[config.mk]
export PLATFORM = sky130hd
export DESIGN_NAME = conv_window_fetch_flat
export DESIGN_NICKNAME = d
export VERILOG_FILES = /design/src/rtl/conv_window_fetch_if.sv /design/src/rtl/conv_window_fetch.sv /design/src/flat_wrapper.sv
export SDC_FILE = /design/constraint.sdc
export NUM_CORES = 1
export LEC_CHECK = 0
export CORE_ASPECT_RATIO = 0.6
export CORE_UTILIZATION = 54
export DETAILED_ROUTE_END_ITERATION = 7
export GPL_TIMING_DRIVEN = 1
export PLACE_DENSITY = 0.91
export SYNTH_ARGS = -nofsm -noshare
export SYNTH_HDL_FRONTEND = slang
export SYNTH_SLANG_ARGS = --single-unit
[constraint.sdc]
create_clock -name clk -period 9.45 [get_ports clk]
set_input_delay 1.89 -clock clk [delete_from_list [all_inputs] [get_ports clk]]
set_output_delay 1.89 -clock clk [all_outputs]
set_load 0.01 [all_outputs]
[src/rtl/conv_window_fetch_if.sv]
// Bundle between the window fetcher, its image buffer and the convolution engine.
// The fetcher sits on the master side. The loader, buffer and engine sit on the slave side.
interface conv_window_fetch_if #(
  parameter int unsigned DATA_SIZE      = 16,
  parameter int unsigned IMG_SIZE_WIDTH = 6,
  parameter int unsigned BUF_ADDR_W     = 10,
  parameter int unsigned KERNEL_SIZE    = 5
) ();
  logic                                            start;
  logic [IMG_SIZE_WIDTH-1:0]                       imgSize;
  logic                                            rd_en;
  logic [BUF_ADDR_W-1:0]                           rd_addr;
  logic [DATA_SIZE-1:0]                            rd_data;
  logic                                            win_valid;
  logic                                            win_ready;
  logic [KERNEL_SIZE*KERNEL_SIZE*DATA_SIZE-1:0]    window;
  logic [IMG_SIZE_WIDTH-1:0]                       win_row;
  logic [IMG_SIZE_WIDTH-1:0]                       win_col;
  logic                                            busy;
  logic                                            done;
  logic                                            err;

  modport master (
    input  start, imgSize, rd_data, win_ready,
    output rd_en, rd_addr, win_valid, window, win_row, win_col, busy, done, err
  );

  modport slave (
    output start, imgSize, rd_data, win_ready,
    input  rd_en, rd_addr, win_valid, window, win_row, win_col, busy, done, err
  );
endinterface

[src/rtl/conv_window_fetch.sv]
// Walks a row-major NxN image buffer and emits one KxK window per output position.
// Windows use stride 1 and valid padding, and each one is presented over valid/ready.
module conv_window_fetch #(
  parameter int unsigned DATA_SIZE      = 16,
  parameter int unsigned IMG_SIZE_WIDTH = 6,
  parameter int unsigned BUF_ADDR_W     = 10,
  parameter int unsigned KERNEL_SIZE    = 5
) (
  input logic                 clk,
  input logic                 rst_n,
  conv_window_fetch_if.master bus
);
  localparam int unsigned KK    = KERNEL_SIZE * KERNEL_SIZE;
  localparam int unsigned KW    = $clog2(KK);
  localparam int unsigned KCW   = $clog2(KERNEL_SIZE);
  localparam int unsigned SumW  = IMG_SIZE_WIDTH + 1;
  localparam int unsigned FullW = 2 * SumW;

  localparam logic [KW-1:0]             KLast  = KW'(KK - 1);
  localparam logic [KCW-1:0]            KcLast = KCW'(KERNEL_SIZE - 1);
  localparam logic [IMG_SIZE_WIDTH-1:0] KSize  = IMG_SIZE_WIDTH'(KERNEL_SIZE);

  typedef enum logic [2:0] {StIdle, StFetch, StDrain, StPresent, StFinish} state_e;

  state_e                    state_q, state_d;
  logic [IMG_SIZE_WIDTH-1:0] n_q, n_d, r_q, r_d, c_q, c_d;
  logic [KW-1:0]             k_q, k_d;
  logic [KCW-1:0]            kr_q, kr_d, kc_q, kc_d;
  logic                      err_q, err_d;
  logic                      cap_q;
  logic [KW-1:0]             cap_idx_q;
  logic [DATA_SIZE-1:0]      win_mem [KK];
  logic [KK*DATA_SIZE-1:0]   window_flat;

  logic                      rd_en;
  logic [31:0]               size_sq;
  logic                      size_ok;
  logic [SumW-1:0]           row_sum, col_sum;
  logic [FullW-1:0]          full_addr;
  logic                      unused_addr_hi;

  // Window side N must fit a KxK kernel, and the NxN image must fit in the buffer.
  assign size_sq = 32'(bus.imgSize) * 32'(bus.imgSize);
  assign size_ok = (bus.imgSize >= KSize) && (size_sq <= (32'd1 << BUF_ADDR_W));

  // kr/kc run alongside k, so the address needs no divider.
  assign row_sum   = SumW'(r_q) + SumW'(kr_q);
  assign col_sum   = SumW'(c_q) + SumW'(kc_q);
  assign full_addr = FullW'(row_sum) * FullW'(n_q) + FullW'(col_sum);
  // The upper bits are zero for every legal N.
  assign unused_addr_hi = ^full_addr[FullW-1:BUF_ADDR_W];

  // State and counter register
  always_ff @(posedge clk or negedge rst_n) begin
    if (!rst_n) begin
      state_q <= StIdle;
      n_q     <= '0;
      r_q     <= '0;
      c_q     <= '0;
      k_q     <= '0;
      kr_q    <= '0;
      kc_q    <= '0;
      err_q   <= 1'b0;
    end else begin
      state_q <= state_d;
      n_q     <= n_d;
      r_q     <= r_d;
      c_q     <= c_d;
      k_q     <= k_d;
      kr_q    <= kr_d;
      kc_q    <= kc_d;
      err_q   <= err_d;
    end
  end

  // Next-state logic: fetch K*K elements, drain one cycle, present, then advance (r,c)
  always_comb begin
    state_d = state_q;
    n_d     = n_q;
    r_d     = r_q;
    c_d     = c_q;
    k_d     = k_q;
    kr_d    = kr_q;
    kc_d    = kc_q;
    err_d   = err_q;
    unique case (state_q)
      StIdle: begin
        if (bus.start) begin
          n_d     = bus.imgSize;
          err_d   = ~size_ok;
          r_d     = '0;
          c_d     = '0;
          k_d     = '0;
          kr_d    = '0;
          kc_d    = '0;
          state_d = size_ok ? StFetch : StFinish;
        end
      end
      StFetch: begin
        k_d = k_q + 1'b1;
        if (kc_q == KcLast) begin
          kc_d = '0;
          kr_d = kr_q + 1'b1;
        end else begin
          kc_d = kc_q + 1'b1;
        end
        if (k_q == KLast) state_d = StDrain;
      end
      StDrain: state_d = StPresent;
      StPresent: begin
        if (bus.win_ready) begin
          k_d  = '0;
          kr_d = '0;
          kc_d = '0;
          if (c_q < n_q - KSize) begin
            c_d     = c_q + 1'b1;
            state_d = StFetch;
          end else if (r_q < n_q - KSize) begin
            r_d     = r_q + 1'b1;
            c_d     = '0;
            state_d = StFetch;
          end else begin
            state_d = StFinish;
          end
        end
      end
      StFinish: state_d = StIdle;
      default:  state_d = StIdle;
    endcase
  end

  // Buffer data arrives one cycle after issue, so capture into the element issued last cycle
  always_ff @(posedge clk or negedge rst_n) begin
    if (!rst_n) begin
      cap_q     <= 1'b0;
      cap_idx_q <= '0;
      for (int i = 0; i < KK; i++) win_mem[i] <= '0;
    end else begin
      cap_q     <= rd_en;
      cap_idx_q <= k_q;
      if (cap_q) win_mem[cap_idx_q] <= bus.rd_data;
    end
  end

  for (genvar g = 0; g < KK; g++) begin : g_pack
    assign window_flat[g*DATA_SIZE +: DATA_SIZE] = win_mem[g];
  end

  assign rd_en         = (state_q == StFetch);
  assign bus.rd_en     = rd_en;
  assign bus.rd_addr   = rd_en ? full_addr[BUF_ADDR_W-1:0] : '0;
  assign bus.win_valid = (state_q == StPresent);
  assign bus.window    = window_flat;
  assign bus.win_row   = r_q;
  assign bus.win_col   = c_q;
  assign bus.busy      = (state_q != StIdle);
  assign bus.done      = (state_q == StFinish);
  assign bus.err       = err_q;
endmodule

[src/flat_wrapper.sv]
// flat-port wrapper written by rule: the top's interface ports become plain ports
module conv_window_fetch_flat 
#(
  parameter int unsigned DATA_SIZE      = 16,
  parameter int unsigned IMG_SIZE_WIDTH = 6,
  parameter int unsigned BUF_ADDR_W     = 10,
  parameter int unsigned KERNEL_SIZE    = 5
)
  (clk, rst_n, bus_start, bus_imgSize, bus_rd_data, bus_win_ready, bus_rd_en, bus_rd_addr, bus_win_valid, bus_window, bus_win_row, bus_win_col, bus_busy, bus_done, bus_err);
  conv_window_fetch_if #(.DATA_SIZE(DATA_SIZE), .IMG_SIZE_WIDTH(IMG_SIZE_WIDTH), .BUF_ADDR_W(BUF_ADDR_W), .KERNEL_SIZE(KERNEL_SIZE)) bus_i ();
  input logic clk;
  input logic rst_n;
  input wire logic [$bits(bus_i.start)-1:0] bus_start;
  input wire logic [$bits(bus_i.imgSize)-1:0] bus_imgSize;
  input wire logic [$bits(bus_i.rd_data)-1:0] bus_rd_data;
  input wire logic [$bits(bus_i.win_ready)-1:0] bus_win_ready;
  output wire logic [$bits(bus_i.rd_en)-1:0] bus_rd_en;
  output wire logic [$bits(bus_i.rd_addr)-1:0] bus_rd_addr;
  output wire logic [$bits(bus_i.win_valid)-1:0] bus_win_valid;
  output wire logic [$bits(bus_i.window)-1:0] bus_window;
  output wire logic [$bits(bus_i.win_row)-1:0] bus_win_row;
  output wire logic [$bits(bus_i.win_col)-1:0] bus_win_col;
  output wire logic [$bits(bus_i.busy)-1:0] bus_busy;
  output wire logic [$bits(bus_i.done)-1:0] bus_done;
  output wire logic [$bits(bus_i.err)-1:0] bus_err;
  assign bus_i.start = bus_start;
  assign bus_i.imgSize = bus_imgSize;
  assign bus_i.rd_data = bus_rd_data;
  assign bus_i.win_ready = bus_win_ready;
  assign bus_rd_en = bus_i.rd_en;
  assign bus_rd_addr = bus_i.rd_addr;
  assign bus_win_valid = bus_i.win_valid;
  assign bus_window = bus_i.window;
  assign bus_win_row = bus_i.win_row;
  assign bus_win_col = bus_i.win_col;
  assign bus_busy = bus_i.busy;
  assign bus_done = bus_i.done;
  assign bus_err = bus_i.err;
  conv_window_fetch #(.DATA_SIZE(DATA_SIZE), .IMG_SIZE_WIDTH(IMG_SIZE_WIDTH), .BUF_ADDR_W(BUF_ADDR_W), .KERNEL_SIZE(KERNEL_SIZE)) u_core (.clk(clk), .rst_n(rst_n), .bus(bus_i));
endmodule
==> results.md, run 1 <==
* Status: finished, violations left
* Failing checks: DRC
* DIE AREA at between 30000 and 40000 um^2
* Crit path max fanout at 8
* Seq cells post-synth at between 400 and 500
* Crit path arrival time at 6510 ps
* Hold_ws at 453 ps
* Tightest Pin Transition at about 1300 ps
* FF-to-FF End: u_core.bus.win_row[3]
* Top cells by area, synth: dfrtp_1 56%, mux2_2 23%, ha_1 3.9%
* Die Width at 247 um
* # diodes at 0
* Pwr dens at 286 nW/um^2
* DRT met1 WL at 23.7 mm
* GP Congestion at 0.900
* Fin crit share at 0.889
* First-pass DRT Iterations at 7
* CP endpoint kind: output pin
* Total core area at approximately 35000 um^2
* Clock skew at around 22 ps
* WS Path Type: reg -> out
* Post-synthesis mux area share at 0.232
* Clk root buf: clkbuf_16
* CTS clock-pin slew for the worst setup and hold paths at around 70 ps
* Syn Nets at between 1500 and 2000
* Htree depth at 2
* CTS Sinks at ~440
* Layout cell share with drive strength beyond 1 at 0.261
* Multi-input gate area at 7870 um^2
* I/O Pins at around 450
* Synth Warn # at 0
* Max_cap viols at 0
* Critical Path Slowest Stage Cell: clkdlybuf4s50_1
* Reg-to-reg startpoint: u_core.n_q[0]
* Setup TNS at 0 ps
* Post-synthesis sequential area ratio at 0.564
* CTS resizes at 0
* Compound-Gate Fraction of Synth Area at 0.0321
* Layout Area Growth over Synthesis at 32.1%
* TritonCTS clock tree: built
* Final hold viol count at 0
* Asr flop ratio synth at 1.00
* Min-delay src: u_core.k_q[4]
* Final wirelength at 56.9 mm
* Top sig layer: met4
* Max Fclk at 0.119 GHz
* Main combinational cell family by area after synthesis: multiplexers
* CTS Buf Count at 41
* Leakage at 11.6 nW
* FF-to-FF path depth at 13
* Placement Rows at 53
* First-pass GRT wire length at 85.7 mm
* Simple-gate share of the synthesized area at 0.0525
* Mapped Avg Cell Area at between 10 and 15 um^2
* Total Routing Usage GR at 0.310
* CP bufs+invs at 6
* Worst skew pair latency at between 500 and 600 ps
* Met3 wire len at 4.48 mm
* Xor/xnor share of the synthesized area at 0.0124
* Clock buffer depth at 3
* Dpl ws at approximately 1700 ps
* Total gr overflow at 0
* Top FF cell, synth: dfrtp_1
* Hold depth at 0
* Sequential Area at 11000 um^2
* Routed via count at between 10000 and 15000
* Starting density of the core at 0.553
* Final Net Count at a little under 2000
* Detailed placement HPWL at 39.4 mm
* Worst setup SP type: register
* Top-area cell type share of the netlist area at 0.564
* Via density at 5.65
* Drt initial violations at 891
* Post-Syn Area at 19500 um^2
* Largest net degree at the start of global routing at 165
* VDD IR-drop max at between 150 and 200 uV
* Hold Buf Count CTS at 0
* Number of fillers in the final layout at roughly 2200
* Final ANT Viol Nets at 0
* Worst Path Required at 7560 ps
* Fin. max-slew vios at 0
* Crit path cell chain: ha_1, inv_1, fa_1, nor2b_1, o21ai_0, xnor2_1, and2_1, fa_1, inv_1, fa_1, inv_1, fa_1, inv_1, fa_1, inv_1, ha_1, nand2_1, o21ai_0, o41ai_1, xnor2_1, nor2_1, clkdlybuf4s50_1
* Synth unique cells at 58
* DP Cell Count at 2280
* Port buffer count at 452
* Antenna violations before repair at 2
* Relative slew slack at 0.129
* Area leader, netlist: dfrtp_1
* Max stage delay on crit path at approximately 560 ps
* Post-Syn Instances at 1420
* Vias in the first global route at 13900
* Setup Buffers After CTS at 0
* RSZ-0062 raised after global routing: false
* Hold Crit Class: reg -> reg
* Final setup margin at around 1100 ps
* R2R setup slack at 6070 ps
* Die Ht at 149 um
* Hold worst-path end: u_core.cap_idx_q[4]
* Final setup fails at 0
* Power Total at 7.36 mW
* Post-synth EDFFs at 0
* Fin crit period at roughly 8400 ps
* DR WL/cell at 24.2 um
* Largest delay share family, worst path: adder cells
* Finished Layout Cells at 2351
* Adder-cell share of the synthesized area at 0.0746
* Met2 WL at 26.5 mm
* Remaining routing DRC violations at 54
cell usage in the layout, fill, tap and decap left out, drive strengths merged, types with 6 or more instances in the layout:
cell           Yosys  layout
nor2b              7       7
fa                35      35
or3                6       6
clkbuf            57      60
a21o               8       8
and2              26      26
nor2              38      38
mux2             401     401
inv               82      85
clkdlybuf4s50      0     451
nand2b             8       8
nand3              9       9
ha                60      60
xor2              11      11
and3               7       7
buf               17      16
clkinv             0       6
nor3              13      13
xnor2             14      14
dfrtp            439     439
nand2             69      69
a21oi             20      20
o21ai             40      40
registers in the layout, summed over array words and instances (netlist names):
| name | flops |
|---|---|
| u_core.cap_idx_q | 5 |
| u_core.n_q | 6 |
| u_core.bus.err | 1 |
| u_core.kr_q | 3 |
| u_core.bus.win_row | 6 |
| u_core.bus.window | 400 |
| u_core.cap_q | 1 |
| u_core.kc_q | 3 |
| u_core.bus.win_col | 6 |
| u_core.state_q | 3 |
| u_core.k_q | 5 |
logic make-up after synthesis:
kind of cell,count (synthesis)
DFF,439
xor gates and xnor gates,26
and+or+nand+nor,204
muxes,401
adders and majority gates,95
buffers and inverters,156
AOI/OAI and AO/OA,99
cells in the mapped netlist (2+ instances only):
cell type / count
a211o_1: 2
a21o_1: 7
a21oi_1: 20
a22o_1: 3
a22oi_1: 2
a31oi_1: 2
a41o_1: 2
and2_1: 24
and2_2: 2
and3_1: 7
buf_2: 14
buf_6: 2
clkbuf_1: 57
dfrtp_1: 439
fa_1: 35
ha_1: 60
inv_1: 82
mux2_2: 401
nand2_1: 69
nand2b_1: 8
nand3_1: 9
nand3b_1: 3
nor2_1: 37
nor2b_1: 7
nor3_1: 11
nor3_2: 2
nor3b_1: 5
nor4_1: 3
o2111ai_1: 2
o21a_1: 5
o21ai_0: 38
o21ai_1: 2
o31ai_1: 3
or2_2: 3
or3_1: 6
xnor2_1: 14
xor2_1: 11
layer usage:
metal,GRT usage,vias up
li1,-,5753
met1,0.416,6850
met2,0.490,548
met3,0.0756,134
met4,0.115,0
met5,0,-
through the flow:
| step | utilization | area [um^2] |
|---|---|---|
| floorplan | - | 19500 |
| global placement | 0.693 | 24400 |
| CTS | 0.730 | 25700 |
| detailed placement | 0.693 | 24400 |
| global route | 0.730 | 25700 |
| finish | 0.730 | 25700 |
power breakdown:
group / total, mW / switching (mW) / internal, mW
Combinational: 2.79 / 1.19 / 1.60
Sequential: 2.92 / 0.412 / 2.51
Clock: 1.65 / 0.731 / 0.918
Total: 7.36 / 2.34 / 5.02
worst reg2reg max path, stage by stage, from the launching register on:
cell	delay, ps
dfrtp_1	560
inv_1	190
ha_1	270
inv_1	60
a21oi_1	70
xnor2_1	320
ha_1	320
a21oi_1	160
nor2b_1	80
nor3_2	290
a21oi_1	140
o21ai_1	450
o21ai_0	210
a21oi_1	170
cell type report:
| type | instances | share of cell area |
|---|---|---|
| repair buffers | 467 | 0.181 |
| clock buffers | 60 | 0.0454 |
| clock inverters | 11 | 0.00526 |
| multi-input cells | 825 | 0.306 |
| well taps | 467 | 0.0227 |
| inverters | 82 | 0.0120 |
| flip-flops and latches | 439 | 0.427 |
worst max path at each step:
stage                               start        endpoint  depth (start not counted)
floorplan           u_core.bus.win_row[0]  bus_rd_addr[8]                         21
global placement    u_core.bus.win_row[0]  bus_rd_addr[9]                         22
detailed placement  u_core.bus.win_row[0]  bus_rd_addr[9]                         20
CTS                 u_core.bus.win_row[0]  bus_rd_addr[9]                         22
global route        u_core.bus.win_row[0]  bus_rd_addr[9]                         21
finish              u_core.bus.win_row[0]  bus_rd_addr[9]                         22
No activity file was read; power rests on OpenSTA's default activity.
==> inputs of run 2 (changes only) <==
--- a/config.mk
+++ b/config.mk
@@ -8,7 +8,9 @@
 export CORE_ASPECT_RATIO = 0.6
 export CORE_UTILIZATION = 54
 export DETAILED_ROUTE_END_ITERATION = 7
+export GPL_ROUTABILITY_DRIVEN = 0
 export GPL_TIMING_DRIVEN = 1
+export HOLD_SLACK_MARGIN = 0.1
 export PLACE_DENSITY = 0.91
 export SYNTH_ARGS = -nofsm -noshare
 export SYNTH_HDL_FRONTEND = slang
==> run 2 against run 1 <==
Net effect: the flow still finishes with violations (DRC); via count increased by 1.1%; sequential share of layout area down 0.060 points; clock power is essentially flat; clock skew is 1.5 ps higher; non-clock buffer count grew 1; die area did not move; critical endpoint is now bus_rd_addr[8]; worst setup slack better by 110 ps; largest power group unchanged; hold slack better by 14 ps; power rose by 0.16%; clock-buffer cell count unchanged.
==> results.md, run 2 (same netlist as run 1, synthesis figures left out) <==
* Crit path cell chain: ha_1, inv_1, fa_1, nor2b_1, o21ai_0, xnor2_1, and2_1, fa_1, inv_1, fa_1, inv_1, fa_1, inv_1, fa_1, inv_1, ha_1, a21o_1, a21o_1, a21oi_1, xor2_1, nor2_1, clkdlybuf4s50_1
* Final setup fails at 0
* VDD IR-drop max at 226 uV
* Number of fillers in the final layout at 2186
* Tightest Pin Transition at 1370 ps
* I/O Pins at between 400 and 500
* Port buffer count at 452
* Capture point of the worst path: bus_rd_addr[8]
* Total gr overflow at 0
* Layout cell share with drive strength beyond 1 at 0.264
* First-pass GRT wire length at 86.2 mm
* Max_cap viols at 0
* Htree depth at 2
* Leakage at 11.6 nW
* Status: finished, violations left
* Pwr dens at between 200 and 300 nW/um^2
* Most frequent cells in the layout: 451 x clkdlybuf4s50_1, 439 x dfrtp_1, 401 x mux2_2
* Via density at 5.71
* Fin. max-slew vios at 0
* CTS clock-pin slew for the worst setup and hold paths at 70 ps
* Worst skew pair latency at 540 ps
* Antenna violations before repair at 1
* Starting density of the core at 0.553
* Critical Path Slowest Stage Cell: clkdlybuf4s50_1
* Die Ht at 149 um
* Detailed placement HPWL at 39.5 mm
* Largest net degree at the start of global routing at roughly 140
* Placement Rows at 53
* Crit path max fanout at 8
* FF-to-FF path depth at 13
* Max stage delay on crit path at around 590 ps
* Hold Crit Class: reg -> reg
* Layout Area Growth over Synthesis at 32.3%
* Max Fclk at roughly 0.12 GHz
* CTS resizes at 0
* Clock skew at 23.2 ps
* Fin crit period at 8290 ps
* Final wirelength at 57.3 mm
* TritonCTS clock tree: built
* Final ANT Viol Nets at 0
* Final Net Count at 1977
* DP Cell Count at 2281
* Routed via count at 13400
* R2R setup slack at 6190 ps
* Worst Path Required at 7560 ps
* RSZ-0062 raised after global routing: false
* CTS Sinks at around 440
* Hold Buf Count CTS at 0
* Clock buffer depth at 3
* Util after Layout at 0.731
* Multi-input gate area at 7870 um^2
* Setup Buffers After CTS at 0
* Max FFs per register at 400
* Worst Setup SP: u_core.bus.win_row[0]
* FF-to-FF End: u_core.bus.win_row[3]
* Total Routing Usage GR at 0.311
* Total core area at 35200 um^2
* Reg-to-reg startpoint: u_core.n_q[0]
* Vias in the first global route at 14100
* Setup TNS at 0 ps
* Worst setup SP type: register
* Clk root buf: clkbuf_16
* CP endpoint kind: output pin
* First-pass DRT Iterations at 7
* DR WL/cell at about 24 um
* Critical path depth at 22
* Relative slew slack at 0.0866
* DIE AREA at 36800 um^2
* Finished Layout Cells at between 2000 and 2500
* Final hold viol count at 0
* Commonest non-fill, non-tap cell in the layout: clkdlybuf4s50_1
* WS Path Type: reg -> out
* Min-delay src: u_core.k_q[4]
* Largest delay share family, worst path: adder cells
* Sequential Area at 11000 um^2
* Remaining routing DRC violations at 54
* Failing checks: DRC
* CTS Buf Count at 40
* CP bufs+invs at 6
* Crit path arrival time at 6400 ps
* # diodes at 0
* Drt initial violations at 904
* Die Width at 247 um
* Fin crit share at 0.877
-- run 2: cell type report --
class,instances,area share
Multi-Input combinational cell,825,0.306
Sequential cell,439,0.427
Timing Repair Buffer,468,0.181
Clock inverter,10,0.00360
Inverter,82,0.0120
Clock buffer,60,0.0481
Tap cell,467,0.0227
-- run 2: worst min path at each step --
stage,end,slack [ps],depth (start not counted)
floorplan,u_core.cap_idx_q[2],410,0
global placement,u_core.cap_idx_q[4],440,0
detailed placement,u_core.cap_idx_q[4],450,0
CTS,u_core.cap_idx_q[4],470,0
global route,u_core.cap_idx_q[2],480,0
finish,u_core.cap_idx_q[4],470,0
-- run 2: through the flow --
step / area, um^2 / hold slack [ps] / setup WS (ps) / total power, mW
finish: 25700 / 467 / 1160 / 7.37
CTS: 25700 / 471 / 1190 / 7.38
floorplan: 19500 / 414 / 2560 / 4.04
global route: 25700 / 483 / 778 / 7.67
global placement: 24400 / 443 / 1950 / 5.57
detailed placement: 24400 / 454 / 1760 / 5.70
-- run 2: per-layer routing --
metal / GRT usage / part of all wire / routed length, um
met3: 0.0608 / 0.067 / 3840
met5: 0 / 0 / 0
met1: 0.419 / 0.42 / 24000
met2: 0.504 / 0.48 / 27400
met4: 0.110 / 0.035 / 2020
-- run 2: report_power, final --
group / internal (mW) / total, mW / leakage (nW) / switching (mW)
registers: 2.51 / 2.92 / 5.48 / 0.416
clock network: 0.935 / 1.66 / 0.660 / 0.720
logic: 1.60 / 2.79 / 5.50 / 1.19
total: 5.04 / 7.37 / 11.6 / 2.33
